### src/rtl/el2_pkg.sv
// Shared PMP types: cfg byte layout, Smepmp mseccfg fields, address modes and CSR addresses.
package el2_pkg;

   typedef enum logic [1:0] {
      PMP_OFF   = 2'd0,
      PMP_TOR   = 2'd1,
      PMP_NA4   = 2'd2,
      PMP_NAPOT = 2'd3
   } el2_pmp_mode_t;

   // Bit order matches the architectural pmpcfg byte: L, 2 reserved, A, X, W, R.
   typedef struct packed {
      logic          lock;
      logic [1:0]    rsvd;
      el2_pmp_mode_t mode;
      logic          execute;
      logic          write;
      logic          read;
   } el2_pmp_cfg_pkt_t;

   typedef struct packed {
      logic rlm;
      logic mmwp;
      logic mml;
   } el2_mseccfg_pkt_t;

   localparam logic [11:0] PMPCFG_BASE  = 12'h3A0;
   localparam logic [11:0] PMPADDR_BASE = 12'h3B0;
   localparam logic [11:0] MSECCFG_ADDR = 12'h747;

endpackage

### src/rtl/el2_pmp_cfg_warl.sv
// Legalises one pmpcfg byte against lock state, reserved encodings and the Smepmp MML rules.
module el2_pmp_cfg_warl
   import el2_pkg::*;
#(
   parameter int PMP_GRANULARITY = 0
) (
   input  el2_pmp_cfg_pkt_t i_cfg,
   input  logic [7:0]       i_wbyte,
   input  logic             i_locked,
   input  logic             i_mml,
   input  logic             i_rlm,
   output el2_pmp_cfg_pkt_t o_cfg,
   output logic             o_drop
);

   el2_pmp_cfg_pkt_t w_new;
   logic             w_shared;

   always_comb begin
      w_new      = el2_pmp_cfg_pkt_t'(i_wbyte);
      w_new.rsvd = 2'b00;
      // R=0,W=1 is reserved normally but encodes a shared region under MML.
      w_shared   = ~w_new.read & w_new.write;
      o_drop     = i_locked
                 | (w_shared & ~i_mml)
                 | ((w_new.mode == PMP_NA4) && (PMP_GRANULARITY >= 1))
                 | (i_mml & ~i_rlm & w_new.lock & ((w_new.execute & ~w_shared) | w_shared));
      o_cfg      = o_drop ? i_cfg : w_new;
   end

endmodule

### src/rtl/el2_pmp_csr.sv
// PMP CSR file: pmpcfg/pmpaddr storage with WARL and lock legalisation, read mux, ignored flag.
// Define PMP_SMEPMP_EN to implement the Smepmp mseccfg register (otherwise tied to zero).
module el2_pmp_csr
   import el2_pkg::*;
#(
   parameter  int PMP_ENTRIES     = 16,
   parameter  int PMP_GRANULARITY = 0,
   localparam int NE              = (PMP_ENTRIES > 0) ? PMP_ENTRIES : 1
) (
   input  logic             clk,
   input  logic             rst_l,
   input  logic             csr_wr_en,
   input  logic [11:0]      csr_wr_addr,
   input  logic [31:0]      csr_wr_data,
   input  logic [11:0]      csr_rd_addr,
   output logic             csr_rd_hit,
   output logic [31:0]      csr_rd_data,
   output logic             csr_wr_ignored,
   output el2_pmp_cfg_pkt_t pmp_pmpcfg  [NE],
   output logic [31:0]      pmp_pmpaddr [NE],
   output el2_mseccfg_pkt_t mseccfg
);

   localparam logic [31:0] NAPOT_ONES = (PMP_GRANULARITY >= 1) ?
                                        (((32'h1 << PMP_GRANULARITY) >> 1) - 32'h1) : 32'h0;
   localparam logic [31:0] OFF_MASK   = (32'h1 << PMP_GRANULARITY) - 32'h1;

   el2_pmp_cfg_pkt_t r_cfg  [16];
   logic [31:0]      r_addr [16];
   logic             r_wr_ignored;
   el2_mseccfg_pkt_t w_mseccfg;
   logic             w_msec_drop;
   logic [15:0]      w_locked, w_lock_tor, w_cfg_sel, w_cfg_drop, w_addr_sel, w_addr_drop;
   logic [7:0]       w_wbyte   [16];
   el2_pmp_cfg_pkt_t w_cfg_new [16];
   logic             w_cfg_wr, w_addr_wr, w_ignored;

   function automatic logic [31:0] addr_view(input logic [31:0] a, input el2_pmp_mode_t m);
      case (m)
         PMP_NAPOT:       return a | NAPOT_ONES;
         PMP_OFF, PMP_TOR: return a & ~OFF_MASK;
         default:         return a;
      endcase
   endfunction

   assign w_cfg_wr  = csr_wr_en & (csr_wr_addr[11:2] == PMPCFG_BASE[11:2]);
   assign w_addr_wr = csr_wr_en & (csr_wr_addr[11:4] == PMPADDR_BASE[11:4]);

   always_comb begin
      for (int i = 0; i < 16; i++) begin
         w_locked[i]   = r_cfg[i].lock & ~w_mseccfg.rlm;
         w_lock_tor[i] = w_locked[i] & (r_cfg[i].mode == PMP_TOR);
         w_wbyte[i]    = csr_wr_data[8*(i%4) +: 8];
         w_cfg_sel[i]  = w_cfg_wr & (csr_wr_addr[1:0] == 2'(i/4)) & (i < PMP_ENTRIES);
         w_addr_sel[i] = w_addr_wr & (csr_wr_addr[3:0] == 4'(i)) & (i < PMP_ENTRIES);
      end
      // A locked TOR entry also protects the base address held in the entry below it.
      for (int i = 0; i < 16; i++)
         w_addr_drop[i] = w_locked[i] | (w_lock_tor[(i+1)%16] & (i + 1 < PMP_ENTRIES));
   end

   for (genvar g = 0; g < 16; g++) begin : g_entry
      el2_pmp_cfg_warl #(.PMP_GRANULARITY(PMP_GRANULARITY)) u_warl (
         .i_cfg    (r_cfg[g]),
         .i_wbyte  (w_wbyte[g]),
         .i_locked (w_locked[g]),
         .i_mml    (w_mseccfg.mml),
         .i_rlm    (w_mseccfg.rlm),
         .o_cfg    (w_cfg_new[g]),
         .o_drop   (w_cfg_drop[g])
      );
   end

   assign w_ignored = (|(w_cfg_sel & w_cfg_drop)) | (|(w_addr_sel & w_addr_drop)) | w_msec_drop;

   always_ff @(posedge clk or negedge rst_l) begin
      if (!rst_l) begin
         for (int i = 0; i < 16; i++) begin
            r_cfg[i]  <= '0;
            r_addr[i] <= '0;
         end
         r_wr_ignored <= 1'b0;
      end else begin
         for (int i = 0; i < 16; i++) begin
            if (w_cfg_sel[i])                  r_cfg[i]  <= w_cfg_new[i];
            if (w_addr_sel[i] & ~w_addr_drop[i]) r_addr[i] <= csr_wr_data;
         end
         r_wr_ignored <= w_ignored;
      end
   end

`ifdef PMP_SMEPMP_EN
   el2_mseccfg_pkt_t r_mseccfg;
   logic             w_any_lock, w_msec_wr;

   always_comb begin
      w_any_lock = 1'b0;
      for (int i = 0; i < 16; i++) w_any_lock |= r_cfg[i].lock;
   end

   assign w_msec_wr   = csr_wr_en & (csr_wr_addr == MSECCFG_ADDR);
   assign w_msec_drop = w_msec_wr & w_any_lock & ~r_mseccfg.rlm & csr_wr_data[2];

   // MML and MMWP are sticky once set; only reset clears them.
   always_ff @(posedge clk or negedge rst_l) begin
      if (!rst_l) begin
         r_mseccfg <= '0;
      end else if (w_msec_wr) begin
         r_mseccfg.mml  <= r_mseccfg.mml  | csr_wr_data[0];
         r_mseccfg.mmwp <= r_mseccfg.mmwp | csr_wr_data[1];
         if (!w_msec_drop) r_mseccfg.rlm <= csr_wr_data[2];
      end
   end

   assign w_mseccfg = r_mseccfg;
`else
   assign w_mseccfg   = '0;
   assign w_msec_drop = 1'b0;
`endif

   always_comb begin
      csr_rd_hit  = 1'b0;
      csr_rd_data = '0;
      if (csr_rd_addr[11:2] == PMPCFG_BASE[11:2]) begin
         csr_rd_hit = 1'b1;
         for (int j = 0; j < 4; j++)
            csr_rd_data[8*j +: 8] = r_cfg[{csr_rd_addr[1:0], 2'(j)}];
      end else if (csr_rd_addr[11:4] == PMPADDR_BASE[11:4]) begin
         csr_rd_hit  = 1'b1;
         csr_rd_data = addr_view(r_addr[csr_rd_addr[3:0]], r_cfg[csr_rd_addr[3:0]].mode);
      end
`ifdef PMP_SMEPMP_EN
      else if (csr_rd_addr == MSECCFG_ADDR) begin
         csr_rd_hit  = 1'b1;
         csr_rd_data = {29'b0, w_mseccfg};
      end
`endif
   end

   for (genvar g = 0; g < NE; g++) begin : g_out
      assign pmp_pmpcfg[g]  = r_cfg[g];
      assign pmp_pmpaddr[g] = r_addr[g];
   end

   assign csr_wr_ignored = r_wr_ignored;
   assign mseccfg        = w_mseccfg;

endmodule
### config.mk
export PLATFORM = sky130hd
export DESIGN_NAME = el2_pmp_csr
export DESIGN_NICKNAME = d
export VERILOG_FILES = /design/src/rtl/el2_pkg.sv /design/src/rtl/el2_pmp_cfg_warl.sv /design/src/rtl/el2_pmp_csr.sv
export SDC_FILE = /design/constraint.sdc
export NUM_CORES = 1
export LEC_CHECK = 0
export ABC_CLOCK_PERIOD_IN_PS = 4500
export CAP_MARGIN = 10
export CORE_AREA = 3 3 285 287
export CTS_CLUSTER_DIAMETER = 150
export DETAILED_ROUTE_END_ITERATION = 12
export DIE_AREA = 0 0 288 290
export HOLD_SLACK_MARGIN = 0.02
export SLEW_MARGIN = 20
export SYNTH_ARGS = -nofsm -noshare
export SYNTH_HDL_FRONTEND = slang
export SYNTH_SLANG_ARGS = --single-unit
### constraint.sdc
create_clock -name clk -period 4.5 [get_ports clk]
set_input_delay 0.9 -clock clk [delete_from_list [all_inputs] [get_ports clk]]
set_output_delay 0.9 -clock clk [all_outputs]
set_load 0.02 [all_outputs]
# Word level (Yosys, flattened, before mapping)
# Index checks and enable logic that the tools add are counted.
dict set report word_totals {
  regBits 609
  latchBits 0
  ramBits 0
  mem_bits_ro 0
  wordCells 310
  n_memories 0
}
dict set report op_classes {
  n_addsub 0
  mul 0
  div_mod_pow 0
  order_cmp 5
  eq_ne 37
  shifts 0
  mux 19
  bitwise 132
  n_reduce_logical 20
}
# operator n
set op_table {}
lappend op_table {{$bmux 32 s4} 1}
lappend op_table {{$bmux 8 s4} 4}
lappend op_table {{$mux 32} 4}
lappend op_table {{$mux 8} 8}
lappend op_table {{$and 1x1->1} 57}
lappend op_table {{$not 1->1} 36}
lappend op_table {{$and 16x16->16} 2}
lappend op_table {{$eq 2x1->1 const B} 16}
lappend op_table {{$eq 4x4->1 const B} 8}
lappend op_table {{$or 1x1->1} 32}
lappend op_table {{$reduce_and 2->1} 16}
lappend op_table {{$reduce_or 16->1} 2}
lappend op_table {{$ge 5x5->1 const B} 5}
lappend op_table {{$not 4->5} 5}
lappend op_table {{$eq 10x8->1 const B} 2}
lappend op_table {{$eq 4x3->1 const B} 4}
lappend op_table {{$eq 8x6->1 const B} 2}
lappend op_table {{$eq 4x2->1 const B} 2}
lappend op_table {{$eq 2x2->1 const B} 2}
lappend op_table {{$eq 4x1->1 const B} 1}
lappend op_table {{$logic_not 4->1} 1}
lappend op_table {{$logic_not 2->1} 1}
lappend op_table {{$mux 1} 2}

# Logic depth before layout (Yosys ltp)
dict set report logic_depth {
  depth_word 6
  mapped_depth 8
  mapped_depth_nobuf 5
}

# Modules after synthesis
# Synthesis repeated with hierarchy kept, for this count alone.
dict set report unflattened {
  hier_cells 2307
  hier_area_um2 32951.6
}
# module n_inst cells_each area_per_inst_um2
set by_module_without_submodules {}
lappend by_module_without_submodules {el2_pmp_csr 1 1763 29328.1}
lappend by_module_without_submodules {el2_pmp_cfg_warl 16 34 226.5}

# Least setup slack after synthesis
# OpenSTA, ideal clock, no wires.
dict set report synth_path {
  path_kind {input to output}
  startpoint {input port csr_rd_addr[0]}
  endpoint {output port csr_rd_data[0]}
  arrival_time_ps 2771
  t_required_ps 3600
  setup_slack_ps 829
  path_stages 7
  n_path_buf 3
  cell_sequence {clkbuf_1 -> buf_4 -> buf_2 -> mux4_2 -> mux4_2 -> inv_1 -> o22ai_1}
}
dict set report synth_between {
  elab_chain_cells 6
}
# item line
set synth_rtl {}
lappend synth_rtl {{start: declaration} el2_pmp_csr.sv:15} ;# input logic [11:0] csr_rd_addr,
lappend synth_rtl {{$not 4->5 (implied by the code)} el2_pmp_csr.sv:130} ;# csr_rd_data = addr_view(r_addr[csr_rd_addr[3:0]], r_cfg[csr_rd_addr[3:0]].mode);
lappend synth_rtl {{$bmux 32 s4} el2_pmp_csr.sv:130}
lappend synth_rtl {{$mux 32 (implied by the code) (2 in a row)} el2_pmp_csr.sv:130}
lappend synth_rtl {{$mux 32} el2_pmp_csr.sv:128} ;# end else if (csr_rd_addr[11:4] == PMPADDR_BASE[11:4]) begin
lappend synth_rtl {{$mux 32 (*)} el2_pmp_csr.sv:124} ;# if (csr_rd_addr[11:2] == PMPCFG_BASE[11:2]) begin
lappend synth_rtl {{end: declaration} el2_pmp_csr.sv:17} ;# output logic [31:0] csr_rd_data,
# Mark *: on every way between the ends. The rest lies on a longest branch, timed or not. The select of a mux whose other input is x is not followed.

# Worst setup path after layout
dict set report layout_path {
  startpoint {input port csr_rd_addr[0]}
  endpoint {output port csr_rd_data[2]}
}
# Same word-level chain as after synthesis.

==> impl_metrics.json <==
{
  "fmax_mhz": 234.8,
  "drtPass1Iterations": 5,
  "place.gp.congestion": 0.9265,
  "synth_seq_area_share_pct": 53.17,
  "placementRows": 103,
  "power_leakage_nw": 17.78,
  "routedWlPerCell_um": 33.00,
  "synthAdderAreaFrac_pct": 0,
  "yosysMostFrequentCell": "dfrtp_1",
  "via_count": 20170,
  "core_area_mm2": 0.07887,
  "grt.overflow.total": 0,
  "m1WireLength_mm": 46.95,
  "grt_first_pass_wirelength_mm": 170.1,
  "htree_num_levels": 3,
  "multi_input_area_mm2": 0.01226,
  "fin_setup_tns_ns": 0,
  "fin_area_mm2": 0.03939,
  "cts.clk_slew.worst_paths_ns": 0.06,
  "n_fill_cell": 6677,
  "synth-main-ff-cell": "dfrtp_1",
  "dieArea_mm2": 0.08352,
  "synth-seq-cells": 609,
  "whs_ns": 0.3497,
  "finalHoldViolCount": 0,
  "dr_wl_met3_mm": 8.909,
  "viasPerCell": 5.574,
  "layout_min_cycle_time_ns": 4.258,
  "synthArstFlopShare_pct": 100.0,
  "synth_area_mm2": 0.02866,
  "critPathCaptureType": "primary output",
  "min_path_type": "input pin to async pin",
  "synth_top_area_share_pct": 53.17,
  "place_area_mm2": 0.03691,
  "syn_inst": 1854,
  "clock_latency_ns": 0.63,
  "synthMuxAreaShare_pct": 37.35,
  "clockBufferDepth": 3,
  "grt_max_degree": 106,
  "cp_max_fo": 30,
  "slew_headroom_pct": 30.97,
  "yosys.area_share.simple_pct": 2.855,
  "synth.largest_area_cell": "dfrtp_1",
  "cp.arrival_ns": 3.36,
  "setup_violations": 0,
  "total_power_mw": 12.26,
  "die_y_um": 290,
  "synth_top_family_by_area": "multiplexers",
  "portBuffers": 700,
  "synthXorXnorAreaFrac_pct": 0,
  "max-vdd-ir-drop_v": 0.0002464,
  "status": "finished, final reports clean",
  "synth.area.top_cells": "dfrtp_1 53%, mux2_2 16%, mux4_2 14%, mux2_1 5.8%, buf_4 1.4%",
  "first_global_vias": 21590,
  "yosys_warnings": 0,
  "cts_sinks": 609,
  "die_w_um": 288,
  "cts_tree": "built",
  "top_layer_used": "met5",
  "crit_top_cell": "mux4_2",
  "tightestPinTransition_ns": 1.032,
  "rsz0062_at_grt": "false",
  "drt_wl_total_mm": 119.4,
  "drv_cap": 0,
  "synth_compound_area_share_pct": 1.742,
  "crit_path_top_delay_cell": "clkdlybuf4s50_1",
  "drc": 0,
  "antenna_left": 0,
  "cts_resized": 0,
  "cts_buffers": 71,
  "area_delta_synth_final_pct": 37.44,
  "drive_gt1_share_pct": 32.40,
  "cts-root-buf": "clkbuf_16",
  "ios": 736,
  "postCtsHoldBufs": 0,
  "synth_edf_count": 0,
  "skew_ns": 0.03363,
  "synth_common_cells": "609 x dfrtp_1, 408 x mux2_2, 184 x mux4_2, 148 x mux2_1, 77 x clkbuf_1",
  "hpwl_mm": 86.19,
  "criticalPathCategory": "input pin to primary output",
  "seq_area_mm2": 0.01524,
  "wl_met2_mm": 58.70,
  "synthDistinctLibCells": 50,
  "powerDensity_mw_per_mm2": 311.3,
  "initial_utilization_pct": 36.34,
  "drv_slew": 0,
  "drt_iter0_markers": 1433,
  "final_util_pct": 49.94,
  "cts_setup_buffers": 0,
  "fin_nets": 2572,
  "track_usage_pct": 28.41,
  "crit_chain": "buf_8 > buf_12 > buf_4 > mux4_2 > mux4_2 > inv_1 > o22ai_1 > clkdlybuf4s50_1",
  "antenna_found_initial": 4,
  "cp_slowest_stage_delay_ns": 0.55,
  "critPathLaunchType": "input pin",
  "min_period_over_period_pct": 94.62,
  "syn_area_per_cell_um2": 15.46,
  "crit_required_ns": 3.60
}
path summary, 6_finish.rpt:
kind / slack, ns / endpoint / cells after the start / start
setup / recovery: 0.24 / csr_rd_data[2] / 8 / csr_rd_addr[0]
hold / removal: 0.35 / pmp_pmpaddr[329] / 1 / rst_l
setup reg to reg: 2.12 / pmp_pmpaddr[256] / 4 / pmp_pmpcfg[63]
hold reg to reg: 0.51 / pmp_pmpaddr[120] / 1 / pmp_pmpaddr[120]
max in group asynchronous: 2.98 / pmp_pmpcfg[74] / 3 / rst_l
min in group clk: 0.51 / pmp_pmpaddr[120] / 1 / pmp_pmpaddr[120]
cell type report:
class,instances,share of cell area (%)
inverter,59,0.5622
timing repair buffer,775,20.00
clock buffer,97,5.194
clock inverter,28,1.074
multi-input combinational,997,31.13
tap,1050,3.335
antenna,3,0.01906
sequential,609,38.69
state kept, by name, summed over array words and instances, names as in the netlist:
signal and flops:
pmp_pmpaddr 512, csr_wr_ignored 1, pmp_pmpcfg 96
placed cells by master (no fill, tap or decap), types with 5 or more instances in the layout:
cell type / n
clkdlybuf4s50_1: 691
dfrtp_1: 609
mux2_2: 408
mux4_2: 184
mux2_1: 148
clkbuf_16: 72
inv_1: 59
buf_4: 55
conb_1: 35
buf_12: 25
nand2_1: 24
o22ai_1: 24
mux2_4: 20
or3_1: 16
o21bai_1: 16
clkbuf_8: 15
nor2b_1: 13
o21ai_1: 12
clkinv_2: 11
and3b_1: 10
clkbuf_1: 10
o21ai_0: 8
bufinv_16: 8
nor2_1: 7
a31oi_1: 6
nand4_1: 6
nor3_1: 5
nor4_1: 5
per-stage QoR:
step                      setup slack [ns]  std cells
after floorplan                     0.8290       1888
after global placement              0.2518       3490
after detailed placement            0.2137       3490
after CTS                           0.2170       3615
after global routing                0.1339       3615
final                               0.2419       3618
cell families after synthesis:
group                  after synthesis
AND/OR/NAND/NOR                    125
multiplexers                       760
buffers and inverters              282
AO/OA/AOI/OAI                       77
flip-flops                         609
other                                1
critical path, delay by kind of cell:
family	cells	cell delay (ns)
mux	2	1.00
compound gates	1	0.08
buf+inv	5	1.32
power by group:
| part | internal (mW) | total [mW] | switching [mW] |
|---|---|---|---|
| Clock | 3.66 | 6.08 | 2.41 |
| Sequential | 5.50 | 5.53 | 0.0274 |
| Combinational | 0.228 | 0.655 | 0.427 |
| Total | 9.39 | 12.3 | 2.87 |
layer usage:
layer	track usage (%)	vias to the layer above
li1	-	8115
met1	35.82	10870
met2	47.41	943
met3	6.999	241
met4	10.33	2
met5	0	-
Note: power is estimated with default switching activity, not from simulation.
